===== src/rtl/fsquare.sv =====
// Pipelined single-precision squarer, y = x*x, for the FPU datapath.
// Four register ranks: classify, multiply, normalize/round, range-check/output.
module fsquare #(
  parameter int ROUND = 1
) (
  input  logic        clk,
  input  logic        rstn,
  input  logic [31:0] x,
  input  logic        x_valid,
  output logic [31:0] y,
  output logic        y_valid,
  output logic        ovf,
  output logic        unf
);

  localparam int DATA_W = 32;
  localparam int MANT_W = 24;
  localparam int PROD_W = 2 * MANT_W;
  localparam int TOP_W  = PROD_W - 22;
  localparam int EXP_W  = 10;

  localparam logic [DATA_W-1:0] POS_INF = 32'h7F80_0000;
  localparam logic [DATA_W-1:0] QNAN    = 32'h7FC0_0000;
  localparam logic [DATA_W-1:0] POS_ZERO = 32'h0000_0000;

  // Adds the guard bit to the mantissa; bit 23 of the result is the carry out.
  function automatic logic [MANT_W-1:0] round_mant(input logic [22:0] m, input logic g);
    logic [MANT_W-1:0] r;
    if (ROUND != 0) r = {1'b0, m} + {{(MANT_W-1){1'b0}}, g};
    else            r = {1'b0, m};
    return r;
  endfunction

  // Returns {ovf, unf, y}; special operands win over the exponent range check.
  function automatic logic [DATA_W+1:0] pack_result(input logic signed [EXP_W-1:0] es,
                                                    input logic [22:0] m,
                                                    input logic zero, input logic inf,
                                                    input logic nan);
    logic [DATA_W+1:0] r;
    if (zero)                    r = {2'b00, POS_ZERO};
    else if (nan)                r = {2'b00, QNAN};
    else if (inf)                r = {2'b00, POS_INF};
    else if (es >= 10'sd255)     r = {2'b10, POS_INF};
    else if (es <= 10'sd0)       r = {2'b01, POS_ZERO};
    else                         r = {2'b00, 1'b0, es[7:0], m};
    return r;
  endfunction

  // The sign of x cannot affect x*x.
  logic unused_sign;
  assign unused_sign = x[31];

  logic                     vld_p0_d, vld_p0_q;
  logic [7:0]               exp_p0_d, exp_p0_q;
  logic [22:0]              frac_p0_d, frac_p0_q;
  logic                     zero_p0_d, zero_p0_q, inf_p0_d, inf_p0_q, nan_p0_d, nan_p0_q;

  logic                     vld_p1_d, vld_p1_q;
  logic [TOP_W-1:0]         prod_p1_d, prod_p1_q;
  logic signed [EXP_W-1:0]  es_p1_d, es_p1_q;
  logic                     zero_p1_d, zero_p1_q, inf_p1_d, inf_p1_q, nan_p1_d, nan_p1_q;
  logic [PROD_W-1:0]        mant_ext;

  logic                     vld_p2_d, vld_p2_q;
  logic [22:0]              mant_p2_d, mant_p2_q;
  logic signed [EXP_W-1:0]  es_p2_d, es_p2_q;
  logic                     zero_p2_d, zero_p2_q, inf_p2_d, inf_p2_q, nan_p2_d, nan_p2_q;
  logic [22:0]              mant_n;
  logic                     guard_n;
  logic signed [EXP_W-1:0]  es_n;
  logic [MANT_W-1:0]        rnd;

  logic                     y_valid_d, y_valid_q;
  logic [DATA_W-1:0]        y_d, y_q;
  logic                     ovf_d, ovf_q, unf_d, unf_q;
  logic [DATA_W+1:0]        res;

  // S1: split fields and classify the operand.
  always_comb begin
    vld_p0_d  = x_valid;
    exp_p0_d  = x[30:23];
    frac_p0_d = x[22:0];
    zero_p0_d = (x[30:23] == 8'h00);
    inf_p0_d  = (x[30:23] == 8'hFF) && (x[22:0] == 23'h0);
    nan_p0_d  = (x[30:23] == 8'hFF) && (x[22:0] != 23'h0);
  end

  // S2: square the significand, keeping only p[47:22]; es = 2e - 127.
  always_comb begin
    mant_ext  = {{(PROD_W-MANT_W){1'b0}}, 1'b1, frac_p0_q};
    prod_p1_d = TOP_W'((mant_ext * mant_ext) >> 22);
    es_p1_d   = $signed({1'b0, exp_p0_q, 1'b0}) - 10'sd127;
    vld_p1_d  = vld_p0_q;
    zero_p1_d = zero_p0_q;
    inf_p1_d  = inf_p0_q;
    nan_p1_d  = nan_p0_q;
  end

  // S3a: normalize on p[47] and round; prod_p1_q[25] is p[47].
  always_comb begin
    if (prod_p1_q[TOP_W-1]) begin
      mant_n  = prod_p1_q[24:2];
      guard_n = prod_p1_q[1];
      es_n    = es_p1_q + 10'sd1;
    end else begin
      mant_n  = prod_p1_q[23:1];
      guard_n = prod_p1_q[0];
      es_n    = es_p1_q;
    end
    rnd       = round_mant(mant_n, guard_n);
    mant_p2_d = rnd[22:0];
    es_p2_d   = es_n + (rnd[MANT_W-1] ? 10'sd1 : 10'sd0);
    vld_p2_d  = vld_p1_q;
    zero_p2_d = zero_p1_q;
    inf_p2_d  = inf_p1_q;
    nan_p2_d  = nan_p1_q;
  end

  // S3b: range check; outputs hold their last result between valid pulses.
  always_comb begin
    res       = pack_result(es_p2_q, mant_p2_q, zero_p2_q, inf_p2_q, nan_p2_q);
    y_valid_d = vld_p2_q;
    y_d       = y_q;
    ovf_d     = ovf_q;
    unf_d     = unf_q;
    if (vld_p2_q) begin
      y_d   = res[DATA_W-1:0];
      ovf_d = res[DATA_W+1];
      unf_d = res[DATA_W];
    end
  end

  always_ff @(posedge clk) begin
    if (!rstn) begin
      vld_p0_q  <= 1'b0;
      vld_p1_q  <= 1'b0;
      vld_p2_q  <= 1'b0;
      y_valid_q <= 1'b0;
      y_q       <= '0;
      ovf_q     <= 1'b0;
      unf_q     <= 1'b0;
    end else begin
      vld_p0_q  <= vld_p0_d;
      vld_p1_q  <= vld_p1_d;
      vld_p2_q  <= vld_p2_d;
      y_valid_q <= y_valid_d;
      y_q       <= y_d;
      ovf_q     <= ovf_d;
      unf_q     <= unf_d;
    end
  end

  always_ff @(posedge clk) begin
    exp_p0_q  <= exp_p0_d;
    frac_p0_q <= frac_p0_d;
    zero_p0_q <= zero_p0_d;
    inf_p0_q  <= inf_p0_d;
    nan_p0_q  <= nan_p0_d;
    prod_p1_q <= prod_p1_d;
    es_p1_q   <= es_p1_d;
    zero_p1_q <= zero_p1_d;
    inf_p1_q  <= inf_p1_d;
    nan_p1_q  <= nan_p1_d;
    mant_p2_q <= mant_p2_d;
    es_p2_q   <= es_p2_d;
    zero_p2_q <= zero_p2_d;
    inf_p2_q  <= inf_p2_d;
    nan_p2_q  <= nan_p2_d;
  end

  assign y       = y_q;
  assign y_valid = y_valid_q;
  assign ovf     = ovf_q;
  assign unf     = unf_q;

endmodule


===== config.mk =====
export PLATFORM = sky130hd
export DESIGN_NAME = fsquare
export DESIGN_NICKNAME = d
export VERILOG_FILES = /design/src/rtl/fsquare.sv
export SDC_FILE = /design/constraint.sdc
export NUM_CORES = 1
export LEC_CHECK = 0
export CORE_ASPECT_RATIO = 1.5
export CORE_UTILIZATION = 41
export DETAILED_ROUTE_END_ITERATION = 7
export PLACE_DENSITY = 0.62
export SYNTH_ARGS = -nofsm -noshare
export SYNTH_HDL_FRONTEND = slang
export SYNTH_SLANG_ARGS = --single-unit

===== constraint.sdc =====
create_clock -name clk -period 7.25 [get_ports clk]
set_input_delay 1.8125 -clock clk [delete_from_list [all_inputs] [get_ports clk]]
set_output_delay 1.8125 -clock clk [all_outputs]
set_load 0.005 [all_outputs]

# Yosys cells after proc, flatten, opt, wreduce, memory -nomap -nowiden
# Index checks and enable logic that the tools add are counted.
totals:
  inputBits: 35
  out_inout_bits: 35
  word_cells: 44
  ff_bits: 147
classes:
  mul: 1
  n_reduce_logical: 5
  eq_ne: 1
  n_addsub: 4
  n_mux: 9
  n_lt_le_gt_ge: 2
ops:
  columns: ["cell", "n"]
  rows:
  - ["two-way mux 34 bit", 4]
  - ["multiplier 24 x 24 -> 48 bit", 1]
  - ["two-way mux 33 bit", 1]
  - ["adder 23 x 1 -> 24 bit", 1]
  - ["zero test 23 bit", 1]
  - ["two-way mux 23 bit", 1]
  - ["nonzero test 23 bit", 1]
  - ["adder 10 x 2 -> 10 bit", 1]
  - ["adder 10 x 2 -> 10 bit, second input constant", 1]
  - [">= comparator 10 x 9 -> 1 bit, second input constant", 1]
  - ["less-or-equal comparator 10 x 1 -> 1 bit, second input constant", 1]
  - ["two-way mux 10 bit", 1]
  - ["subtractor 9 x 7 -> 10 bit, second input constant", 1]
  - ["== test 8 bit, second input constant", 1]
  - ["zero test 8 bit", 1]
  - ["logical AND 1 bit", 2]
  - ["two-way mux 1 bit", 2]

# Longest topological paths before layout
depth:
  depth_word: 6
  ltp_mapped: 27
  depth_no_buf: 25

# Worst setup path before layout
# OpenSTA, ideal clock, no wires.
synth_path:
  path_kind: "flip-flop to flip-flop"
  start: "reg frac_p0_q[17]"
  end: "reg prod_p1_q[22]"
  path_stages_with_launch: 25
  synth_period_minus_slack_ns: 6.931
  path_slack_ns: 0.319
  t_arrival_ns: 6.813
  cell_sequence: "dfxtp_1 > clkbuf_1 > clkbuf_1 > nand2_1 > fa_1 > inv_1 > fa_1 > fa_1 > inv_1 > fa_1 > inv_1 > fa_1 > fa_1 > inv_1 > fa_1 > inv_1 > ha_1 > and4_4 > nand4_4 > or3b_1 > a31oi_2 > nor3_2 > o41ai_2 > a21oi_1 > xnor2_1"
synth_via:
  elab_chain_cells: 1
synth_lines:
  columns: ["item", "line_no", "text"]
  rows:
  - ["start: declaration", "55", "logic [22:0] frac_p0_d, frac_p0_q;"]
  - ["start signal: assignment", "155", "frac_p0_q <= frac_p0_d;"]
  - ["multiplier 24 x 24 -> 48 bit", "91", "prod_p1_d = TOP_W'((mant_ext * mant_ext) >> 22);"]
  - ["via prod_p1_d[22]", "59", "logic [TOP_W-1:0] prod_p1_d, prod_p1_q;"]
  - ["end signal: assignment", "159", "prod_p1_q <= prod_p1_d;"]
  - ["end: declaration", "59", null]
# The timed path passes the listed nets, and every way through them passes these cells.
# A chain may end at the register's enable or synchronous reset.

# Worst setup path after layout
layout_path:
  start: "reg frac_p0_q[12]"
  end: "reg prod_p1_q[22]"
# Same word-level chain as after synthesis.

==> metrics <==
CTS clk-pin slew, worst paths=0.07 ns; part of the Yosys area used for sequential elements=0.139; Core Area=about 50000 sq um; Worst Min Path Start=exp_p0_q[0]; post-place setup slack=0.147 ns; residual DRC count=0; chip height=about 280 um; Worst Hold Class=flop to flop; final setup vio count=0; H-tree depth=4; reg2reg start=frac_p0_q[12]; hold slack=0.317 ns; number of global-route vias before repair=about 17000; Final Critical Period=around 7 ns; Warnings, synthesis=0; Vias=~15000; outcome=finished clean; # rows=100; period utilization=0.963; Die W=between 150 and 200 um; Total GRT Usage=0.211; syn_nets=approximately 2900; worst setup margin=~0.27 ns; setup TNS=0 ns; clk_lat worst skew=approximately 0.46 ns; initial antenna violation count=0; clk sinks=approximately 150; CTS tree=yes; Max Cap Viol=0; met3 usage in global routing=0.0253; Clock Skews=roughly 0.019 ns; Antenna Nets Post-Route=0; most frequent cells in the layout=inv_1 (610), fa_1 (423), nand2_1 (204); HPWL after DPL=around 43 mm; largest net degree at the start of global routing=57; Critical Path RT=7.59 ns; final wirelength=approximately 50 mm; DR iter-0 viols=between 500 and 600; Rel. slew slack=0.323; GR met1 Demand/Resource=0.230; GR peak layer=met2; I/O Buffers=67; Synth area leader=fa_1; global-route wire length before repair=83.6 mm; most common cell after layout, fill and taps aside=inv_1; num ports=70; number of enable flip-flop cells after synthesis=0; critical path class=flop to flop; critical path endpoint category=flop; ys async rst share=0; GRT overflow=0; Synth Area per Inst=roughly 9.3 sq um; Max Freq=143 MHz; WL/cell=around 16 um; Yosys cell types=just under 70; worst path arrival time=7.32 ns; dominant cells by area after synthesis=fa_1 (41%), dfxtp_1 (14%), ha_1 (11%); Synth Flop Type=dfxtp_1; Num CTS Buffers=17; Startpoint Class=flop; antenna diode count=0; Fillers=4638; CP Max Fanout=20; Netlist Area Pre-Place=~21000 sq um; RSZ-0062 raised after global routing=false; Final GP Congestion=roughly 0.9; source of the critical timing path=frac_p0_q[12]; fin. max-slew vios=0; Layout Nets=approximately 3100; met2 usage=0.403; top-area cell type share of the netlist area=0.406; Layout area overhead=16.1%; Mapped Cells=~2200; Die ar.=a little over 50000 sq um; DR vias/cell=approximately 4.8; Placed Area=~24000 sq um; Yosys reg bits=between 100 and 150; CTS Root Cell=clkbuf_16; share of cells above drive strength 1=0.0969; Final Hold Fails=0; clock tree buffer depth=2; First-pass DRT Iterations=5; Final Instance Area=between 20000 and 25000 sq um; Starting Density=0.418; Worst Tran Pin Value=around 1 ns
-- critical path: stages (launching register included) --
cell	delay, ns
dfxtp_1	0.33
buf_12	0.16
buf_4	0.15
nand2_1	0.11
buf_4	0.12
inv_1	0.05
fa_1	0.53
inv_1	0.05
fa_1	0.58
fa_1	0.45
fa_1	0.54
inv_1	0.06
fa_1	0.44
fa_1	0.50
inv_1	0.05
fa_1	0.56
inv_1	0.07
ha_1	0.30
nand3_1	0.12
nor3_1	0.25
or3b_1	0.39
a31oi_2	0.22
nor3_2	0.12
o41ai_2	0.41
a21oi_1	0.14
xnor2_1	0.13
-- final cells by class --
type                            instances  area (sq um)  share of cell area
Sequential cell                       145          2910               0.120
Timing Repair Buffer                  241          2190              0.0906
Inverter                              612          2300              0.0950
Clock buffer                           18           439              0.0181
Clock inverter                         14           158             0.00651
Multi-Input combinational cell       1405         15400               0.635
Tap cell                              663           830              0.0343
-- through the flow --
step / instances / utilization
5_1_grt: 3098 / 0.485
3_3_place_gp: 3064 / 0.472
2_1_floorplan: 2234 / -
6_report: 3098 / 0.485
3_5_place_dp: 3064 / 0.472
4_1_cts: 3096 / 0.484
-- metal layers --
metal,routed length (um),part of all wire
met4,1890,0.038
met3,1410,0.028
met1,19100,0.38
met5,0,0
met2,27800,0.55
-- synth_stat cells, types with 4 or more instances --
cell / instances
or2_2: 4
a31oi_1: 8
inv_1: 610
o21a_1: 6
nor4_1: 9
nor3_1: 11
nand3_1: 26
nand2_1: 204
nor2_1: 70
mux2_2: 5
nand2b_1: 5
nand4_1: 16
fa_1: 423
nor2b_1: 51
xor2_1: 33
xnor2_1: 49
and3_1: 8
and2_1: 85
o211ai_1: 4
a21o_1: 19
o21ai_0: 23
a21oi_1: 82
dfxtp_1: 145
buf_1: 6
o22ai_1: 9
clkbuf_1: 61
mux2i_1: 13
ha_1: 185
o21bai_1: 5
-- what timing repair did --
item,4_1_cts,5_1_grt
hold buffers,0,0
setup buffers,0,2
gates resized for setup,0,8
setup endpoints to repair,0,9
-- state kept, by name, indices dropped and copies added (netlist names), 8 cells and up --
| signal | count |
|---|---|
| y | 31 |
| es_p1_q | 9 |
| es_p2_q | 10 |
| exp_p0_q | 8 |
| mant_p2_q | 23 |
| frac_p0_q | 23 |
| prod_p1_q | 26 |
-- logic make-up after synthesis --
group | after synthesis | synth area share
adders and majority gates | 608 | 0.517
buffers and inverters | 684 | 0.124
other | 1 | 0.000180
muxes | 18 | 0.00894
DFF | 145 | 0.139
AOI/OAI and AO/OA | 186 | 0.0557
and+or+nand+nor | 510 | 0.121
xor gates and xnor gates | 82 | 0.0344
-- final timing paths --
path	slack [ns]	depth (start not counted)	endpoint
setup / recovery	0.27	25	prod_p1_q[22]
hold / removal	0.32	0	es_p1_q[1]
setup reg to reg	0.27	25	prod_p1_q[22]
hold reg to reg	0.32	0	es_p1_q[1]
Power is left out: the tool's default activity adds up to more than one toggle a clock period on the data nets, which glitch-free logic cannot reach.
